--- config.mk ---
export PLATFORM = sky130hd
export DESIGN_NAME = vc_read_scheduler
export DESIGN_NICKNAME = d
export VERILOG_FILES = /design/src/rtl/vc_pkg.sv /design/src/rtl/rr_arbiter.sv /design/src/rtl/vc_read_scheduler.sv
export SDC_FILE = /design/constraint.sdc
export NUM_CORES = 1
export LEC_CHECK = 0
export CORE_UTILIZATION = 45
export DETAILED_ROUTE_END_ITERATION = 7
export GPL_TIMING_DRIVEN = 0
export MAX_ROUTING_LAYER = met4
export PLACE_DENSITY_LB_ADDON = 0.05
export SYNTH_ARGS = -nofsm -noshare
export SYNTH_HDL_FRONTEND = slang
export SYNTH_SLANG_ARGS = --single-unit
--- constraint.sdc ---
create_clock -name clk -period 5.58 [get_ports clk]
set_clock_uncertainty 0.05 [all_clocks]
set_input_delay 1.116 -clock clk [delete_from_list [all_inputs] [get_ports clk]]
set_output_delay 1.116 -clock clk [all_outputs]
set_load 0.02 [all_outputs]
--- src/rtl/vc_pkg.sv ---
// Shared constants for the VC buffer read path: scheduler FSM encoding and VC/credit sizing.
package vc_pkg;

    localparam logic [1:0] IDLE  = 2'd0;
    localparam logic [1:0] ISSUE = 2'd1;
    localparam logic [1:0] WAIT  = 2'd2;

    localparam int BUF_BITS_DEF    = 1;
    localparam int CREDIT_BITS_DEF = 3;
    localparam int MAX_CREDITS_DEF = 4;

    function automatic int num_vc(input int buf_bits);
        return 1 << buf_bits;
    endfunction

endpackage

--- src/rtl/rr_arbiter.sv ---
// Round-robin pick of the first requester after last_i, wrapping; purely combinational.
// Latency 0; no backpressure (a pure function of req_i and last_i).
module rr_arbiter #(
    parameter int NUM_VC = 2,
    parameter int IDX_W  = $clog2(NUM_VC)
) (
    input  logic [NUM_VC-1:0] req_i,
    input  logic [IDX_W-1:0]  last_i,
    output logic [NUM_VC-1:0] gnt_oh_o,
    output logic [IDX_W-1:0]  gnt_idx_o
);

    logic [IDX_W-1:0] cand;
    logic             found;

    // NUM_VC is a power of two, so index arithmetic wraps for free.
    always_comb begin
        gnt_oh_o  = '0;
        gnt_idx_o = '0;
        cand      = '0;
        found     = 1'b0;
        for (int i = 1; i <= NUM_VC; i++) begin
            cand = last_i + IDX_W'(i);
            if (req_i[cand] && !found) begin
                found           = 1'b1;
                gnt_oh_o[cand]  = 1'b1;
                gnt_idx_o       = cand;
            end
        end
    end

endmodule

--- src/rtl/vc_read_scheduler.sv ---
// Read-side scheduler for one buffer_port: round-robin over credited non-empty VCs, one read in flight.
// Latency: grant -> bp_rdEn next cycle -> out_valid one cycle after the matching response; stalls on zero credit.
module vc_read_scheduler
    import vc_pkg::*;
#(
    parameter int DATA_WIDTH   = 32,
    parameter int BUF_BITS     = BUF_BITS_DEF,
    parameter int CREDIT_BITS  = CREDIT_BITS_DEF,
    parameter int MAX_CREDITS  = MAX_CREDITS_DEF,
    parameter int TIMEOUT_BITS = 4,
    localparam int NUM_VC      = num_vc(BUF_BITS)
) (
    input  logic                  clk,
    input  logic                  reset,
    input  logic                  enable,
    input  logic [NUM_VC-1:0]     bp_empty,
    output logic                  bp_rdEn,
    output logic [BUF_BITS-1:0]   bp_read_vc,
    input  logic                  bp_valid,
    input  logic [BUF_BITS-1:0]   bp_out_vc,
    input  logic [DATA_WIDTH-1:0] bp_read_data,
    output logic                  out_valid,
    output logic [DATA_WIDTH-1:0] out_data,
    output logic [BUF_BITS-1:0]   out_vc,
    input  logic                  credit_return,
    input  logic [BUF_BITS-1:0]   credit_vc,
    output logic                  timeout_err
);

    localparam logic [CREDIT_BITS:0] MAX_W = (CREDIT_BITS+1)'(MAX_CREDITS);

    logic [1:0]              state_q, state_d;
    logic [BUF_BITS-1:0]     grant_q, grant_d, rr_last_q, rr_last_d;
    logic                    rd_en_q, rd_en_d;
    logic [TIMEOUT_BITS-1:0] tmo_q, tmo_d;
    logic                    out_valid_q, out_valid_d;
    logic [DATA_WIDTH-1:0]   out_data_q, out_data_d;
    logic [BUF_BITS-1:0]     out_vc_q, out_vc_d;
    logic                    err_q, err_d;
    logic [CREDIT_BITS-1:0]  credit_q [NUM_VC];
    logic [CREDIT_BITS-1:0]  credit_d [NUM_VC];
    logic [CREDIT_BITS:0]    sum;
    logic [NUM_VC-1:0]       eligible, gnt_oh;
    logic [BUF_BITS-1:0]     gnt_idx;
    logic                    take, refund;

    always_comb begin
        eligible = '0;
        for (int v = 0; v < NUM_VC; v++)
            eligible[v] = enable & ~bp_empty[v] & (credit_q[v] != '0);
    end

    rr_arbiter #(.NUM_VC(NUM_VC), .IDX_W(BUF_BITS)) u_arb (
        .req_i     (eligible),
        .last_i    (rr_last_q),
        .gnt_oh_o  (gnt_oh),
        .gnt_idx_o (gnt_idx)
    );

    always_comb begin
        state_d     = state_q;
        grant_d     = grant_q;
        rr_last_d   = rr_last_q;
        rd_en_d     = 1'b0;
        tmo_d       = tmo_q;
        out_valid_d = 1'b0;
        out_data_d  = out_data_q;
        out_vc_d    = out_vc_q;
        err_d       = err_q;
        take        = 1'b0;
        refund      = 1'b0;
        case (state_q)
            IDLE: if (|gnt_oh) begin
                state_d   = ISSUE;
                grant_d   = gnt_idx;
                rr_last_d = gnt_idx;
                rd_en_d   = 1'b1;
                take      = 1'b1;
            end
            ISSUE: begin
                tmo_d   = '0;
                state_d = WAIT;
            end
            WAIT: if (bp_valid && bp_out_vc == grant_q) begin
                out_data_d  = bp_read_data;
                out_vc_d    = grant_q;
                out_valid_d = 1'b1;
                state_d     = IDLE;
            end else begin
                tmo_d = tmo_q + TIMEOUT_BITS'(1);
                // Response never came: give the slot back so the VC is not starved forever.
                if (&tmo_d) begin
                    err_d   = 1'b1;
                    refund  = 1'b1;
                    state_d = IDLE;
                end
            end
            default: state_d = IDLE;
        endcase
    end

    // Grant and refund never coincide (different states); returns may overlap either.
    always_comb begin
        sum = '0;
        for (int v = 0; v < NUM_VC; v++) begin
            sum = {1'b0, credit_q[v]}
                + (CREDIT_BITS+1)'(credit_return && credit_vc == BUF_BITS'(v))
                + (CREDIT_BITS+1)'(refund && grant_q == BUF_BITS'(v))
                - (CREDIT_BITS+1)'(take && gnt_idx == BUF_BITS'(v));
            credit_d[v] = (sum > MAX_W) ? MAX_W[CREDIT_BITS-1:0] : sum[CREDIT_BITS-1:0];
        end
    end

    always_ff @(posedge clk or negedge reset) begin
        if (!reset) begin
            state_q     <= IDLE;
            grant_q     <= '0;
            rr_last_q   <= BUF_BITS'(NUM_VC - 1);
            rd_en_q     <= 1'b0;
            tmo_q       <= '0;
            out_valid_q <= 1'b0;
            out_data_q  <= '0;
            out_vc_q    <= '0;
            err_q       <= 1'b0;
            for (int v = 0; v < NUM_VC; v++) credit_q[v] <= CREDIT_BITS'(MAX_CREDITS);
        end else begin
            state_q     <= state_d;
            grant_q     <= grant_d;
            rr_last_q   <= rr_last_d;
            rd_en_q     <= rd_en_d;
            tmo_q       <= tmo_d;
            out_valid_q <= out_valid_d;
            out_data_q  <= out_data_d;
            out_vc_q    <= out_vc_d;
            err_q       <= err_d;
            for (int v = 0; v < NUM_VC; v++) credit_q[v] <= credit_d[v];
        end
    end

    assign bp_rdEn     = rd_en_q;
    assign bp_read_vc  = grant_q;
    assign out_valid   = out_valid_q;
    assign out_data    = out_data_q;
    assign out_vc      = out_vc_q;
    assign timeout_err = err_q;

endmodule

* Yosys cells after proc, flatten, opt, wreduce, memory -nomap -nowiden
Index checks and enable logic that the tools add are counted.
** Word-level totals
- Register bits after elaboration :: 50
- Bits in latches :: 0
- Bits in writable memories :: 0
- Bits in read-only memories :: 0
- Input port bits :: 41
- Output and inout bits :: 37
- Memories kept :: 0
** Operators by class
- Add/subtract/negate cells :: 8
- $mul :: 0
- Divide/modulo/power cells :: 0
- Order comparisons :: 6
- Equal/unequal tests :: 6
- Shift operators :: 0
- Mux-type cells :: 28
- Bitwise operators :: 11
- Reduce and logical (&&, ||, !) cells :: 22
** Operators by type and width (number)
- 1-bit 2-to-1 mux :: 16
- 1-bit logical AND :: 10
- 2-bit 2-to-1 mux :: 5
- 3-bit by 1-bit adder with 4-bit output :: 2
- 4-bit by 1-bit adder with 4-bit output :: 2
- 4-bit by 3-bit > comparator with 1-bit output (second input constant) :: 2
- 4-bit case mux with 2 select lines :: 1
- 2-bit AND reduction :: 4
- 4-bit by 1-bit subtractor with 4-bit output :: 2
- 3-bit 2-to-1 mux :: 2
- 1-bit inverter :: 6
- 2-bit case mux with 3 select lines :: 1
- 6-bit AND reduction :: 1
- 3-bit nonzero test :: 2
- 4-bit by 1-bit adder with 4-bit output (second input constant) :: 1
- 1-bit AND :: 4
- 1-bit by 2-bit < comparator with 1-bit output (second input constant) :: 2
- 4-bit 2-to-1 mux :: 1
- 2-bit != test (second input constant) :: 2
- 4-bit AND reduction :: 1
- 3-bit != test (second input constant) :: 1
- 1-bit demux with 1-bit select :: 2
- 2-bit by 1-bit equality test with 1-bit output (second input constant) :: 1
- 2-bit equality test (second input constant) :: 1
- 8 further kinds :: 9

* Depth between registers and ports, before layout
- Depth after elaboration :: 16
- Depth in mapped cells :: 12
- Mapped depth without buffers :: 12

* Modules after synthesis
From an unflattened synthesis, not the netlist that was laid out.
** Unflattened totals
- Cell total of the unflattened synthesis :: 181
- Area, all modules :: 2446.1 um2
** By module, submodules not included
- vc_read_scheduler :: times used 1, cells each 177, area an instance 2419.8 um2, seq. area each 1255.0 um2
- rr_arbiter :: times used 1, cells each 4, area an instance 26.3 um2, seq. area each 0.0 um2

* Worst setup path after synthesis
OpenSTA, ideal clock, no wires.
- Path type :: in2reg
- Start :: input bp_empty[1]
- End :: register credit_q[0] (netlist bit)
- Library setup time :: 0.119 ns
- Arrival :: 3.212 ns
- Data required time :: 5.411 ns
- Path slack :: 2.199 ns
- Cell stages on the path :: 12
- Cell sequence :: inv_1 > o311ai_0 > or3_1 > a21oi_1 > ha_1 > fa_1 > inv_1 > fa_1 > xor2_1 > nor2_1 > o21a_1 > o21ba_2
** RTL lines
- from (decl) :: line vc_read_scheduler.sv:16 : input logic [NUM_VC-1:0] bp_empty,
- to (decl) :: line vc_read_scheduler.sv:40 : logic [CREDIT_BITS-1:0] credit_q [NUM_VC];

==> results.yml <==
min_path:
  hold_path.class: "flip-flop to flip-flop"
finish:
  antenna-diode-count: 0
  final_nets: 316
  syn2layout_area_growth_pct: 41.4
  num-fill-cells: 382
  post_route_cells_drive_above_1_share_pct: 21.2
  layout.core_utilization_pct: 67.1
worst_setup_path:
  critPathLaunchType: "input pin"
  critical_path.max_fanout: 3
  critPathCaptureType: "flip-flop"
  cp.required_ps: 5770
  critical_path_class: "input pin to flip-flop"
  crit_chain: "clkdlybuf4s50_1 > o311ai_0 > or3_1 > a21oi_1 > ha_1 > fa_1 > inv_1 > fa_1 > xor2_1 > nor4_1 > o21ba_2"
  worstPathArrival_ps: 3940
  critical-path-top-cell-by-count: "sky130_fd_sc_hd__fa_1"
  crit_path_max_incr_delay_ps: 470
  slowest_stage_cell_crit_path: "sky130_fd_sc_hd__clkdlybuf4s50_1"
floorplanning:
  floorplan.die_area_um2: 5750
  core_region_area_um2: 5170
  die-height_um: 75.8
  initial_utilization_pct: 47.4
  die_w_um: 75.8
  row_count: 26
  ioPinCount: 78
grt:
  grt_pass1_vias: 1529
  grt_busiest_layer: "met2"
  track_usage_pct: 17.1
  gr-usage-met3_pct: 4.63
  grtUsageMet2_pct: 25.3
  grt.met1_usage_pct: 22.8
  global_route.overflow_total: 0
  grt_max_degree: 40
  grt_antenna_before_repair: 0
  grt_pass1_wl_um: 7050
cts:
  cts.clk_slew.worst_paths_ps: 90
  cts-root-to-sink-buffers: 2
  cts_root_buffer: "sky130_fd_sc_hd__clkbuf_8"
  post_cts.repair.setup_buffers: 0
  cts.repair.resized: 0
  post_cts_hold_buffer_count: 0
  clock-sinks: 50
  cts_tree: "done"
  cts_inserted_buffers: 5
  worst_skew_pair.late_latency_ps: 290
  cts_htree_levels: 2
drt:
  drt-wirelength-per-cell_um: 13.4
  vias: 1603
  drt-vias-per-instance: 4.80
  routed_wirelength_um: 4470
  drcViolationCount: 0
  drtAntennaViolNets: 0
  drt-initial-drc-count: 54
  drt-pass1-iter-count: 3
logic_synthesis:
  seq_area_frac_synth_pct: 51.2
  number_of_enable_type_register_cells_in_the_synthesized_netlist: 0
  ys.warnings.count: 0
  post_synth_num_cell_types: 36
  synth-async-reset-ratio_pct: 100
  ys_seq_elements: 50
  number_of_nets_in_the_synthesized_netlist: 231
  syn_avg_cell_area_um2: 13.8
  syn_area_um2: 2450
  synth-main-ff-cell: "sky130_fd_sc_hd__dfrtp_1"
  syn_inst: 178
timing:
  maxClockFrequency_mhz: 266
  finalHoldWorstSlack_ps: 423
  final.setup.worst_slack_ps: 1830
  final-max-slew-violation-count: 0
  period_minus_slack_ps: 3750
  timing_hold_violations_final: 0
  timing_worst_slew_pin_value_ps: 568
  tns_ps: 0
  finalSetupViolCount: 0
  grt_setup_unrepaired: "false"
  headroom_to_the_max_slew_limit_pct: 61.7
  final_min_period_over_clock_period_pct: 67.3
power:
  power.ir.vdd_worst_uv: 200
  cellPowerDensity_nw_per_um2: 543
  leakage_nw: 1.62
placed_design:
  final_weighted_congestion_of_routability_driven_global_placement: 0.670
  preCtsSetupSlack_ps: 1490
  port-buffer-count: 77
  dp_hpwl_um: 3400
run_status:
  status: "completed"
job:
  drv.max_cap_violation_count: 0
stage by stage:
step	std cells	total power, W	cell area [µm²]
final	334	0.00188	3470
after CTS	334	0.00190	3470
after global routing	334	0.00201	3470
after global placement	325	0.00157	3310
after floorplan	178	0.00121	2450
after detailed placement	326	0.00159	3330
cell families after synthesis:
kind of cell	after synthesis	synth area share (%)
compound gates	19	6.28
mux	36	20.5
simple gates	34	7.96
fa+ha+maj	12	7.35
xor+xnor	6	2.45
buf+inv	21	4.34
flops	50	51.2
cell usage after synthesis (all sizes together), types with 2 or more instances:
cell type | n | area (µm²)
dfrtp | 47 | 1180
ha | 8 | 100
xnor2 | 2 | 25.0
xor2 | 4 | 35.0
o21ba | 2 | 20.0
mux2i | 4 | 40.0
nor2b | 2 | 12.5
a21oi | 2 | 10.0
nand2 | 10 | 40.0
nor2 | 6 | 22.5
nand3 | 2 | 10.0
o21a | 7 | 52.6
mux2 | 32 | 462
fa | 4 | 80.1
inv | 16 | 60.1
buf | 3 | 33.8
nor4 | 3 | 18.8
nand4 | 3 | 18.8
clkbuf | 2 | 12.5
o21ai | 3 | 15.0
nand2b | 2 | 12.5
nor3b | 2 | 15.0
dfstp | 3 | 78.8
critical path, delay by kind of cell:
kind                       cells  cell delay (ps)
buffers and inverters          2              550
adders and majority gates      3              860
AOI/OAI and AO/OA              3              550
xor gates and xnor gates       1               80
and+or+nand+nor                2              770
sequential cells by signal, indices dropped and copies added (netlist names):
name / count
out_data: 32
credit_q: 6
tmo_q: 4
state_q: 2
bp_rdEn: 1
bp_read_vc: 1
out_valid: 1
out_vc: 1
rr_last_q: 1
timeout_err: 1
worst paths after layout:
check | start | end | slack [ps] | depth (start not counted)
max | enable | credit_q[0] | 1830 | 11
min | timeout_err | timeout_err | 420 | 1
max reg2reg | credit_q[1] | credit_q[0] | 2560 | 10
min reg2reg | timeout_err | timeout_err | 420 | 1
max in group asynchronous | reset | credit_q[2] | 4290 | 2
min in group asynchronous | reset | out_data[29] | 640 | 1
metal layers:
layer	share of wire, %	vias to the layer above
li1	-	779
met1	48	765
met2	44	50
met3	6.9	9
met4	1.5	0
met5	0	-
report_power, final:
part / internal (W) / total (W) / switching, W
clock network: 0.000191 / 0.000308 / 0.000117
logic: 0.000518 / 0.000939 / 0.000421
registers: 0.000535 / 0.000638 / 0.000103
cell usage in the layout, fill, tap and decap left out, drive strengths merged, types with 4 or more instances in the layout:
| cell type | Yosys | layout |
|---|---|---|
| xor2 | 4 | 4 |
| buf | 3 | 5 |
| nand2 | 10 | 10 |
| fa | 4 | 4 |
| mux2i | 4 | 4 |
| inv | 16 | 16 |
| ha | 8 | 8 |
| mux2 | 32 | 32 |
| clkdlybuf4s50 | 0 | 76 |
| clkbuf | 2 | 8 |
| nor2 | 6 | 6 |
| dfrtp | 47 | 47 |
| o21a | 7 | 7 |
final cells by class:
cell class / instances / area [µm²] / share of cell area (%)
sequential: 50 / 1250 / 36.2
multi-input combinational: 107 / 1090 / 31.5
timing repair buffer: 78 / 786 / 22.7
tap: 70 / 87.6 / 2.53
clock buffer: 6 / 82.6 / 2.38
clock inverter: 2 / 60.1 / 1.73
inverter: 16 / 60.1 / 1.73
buffer: 5 / 46.3 / 1.33
(Power assumes the default switching activity.)
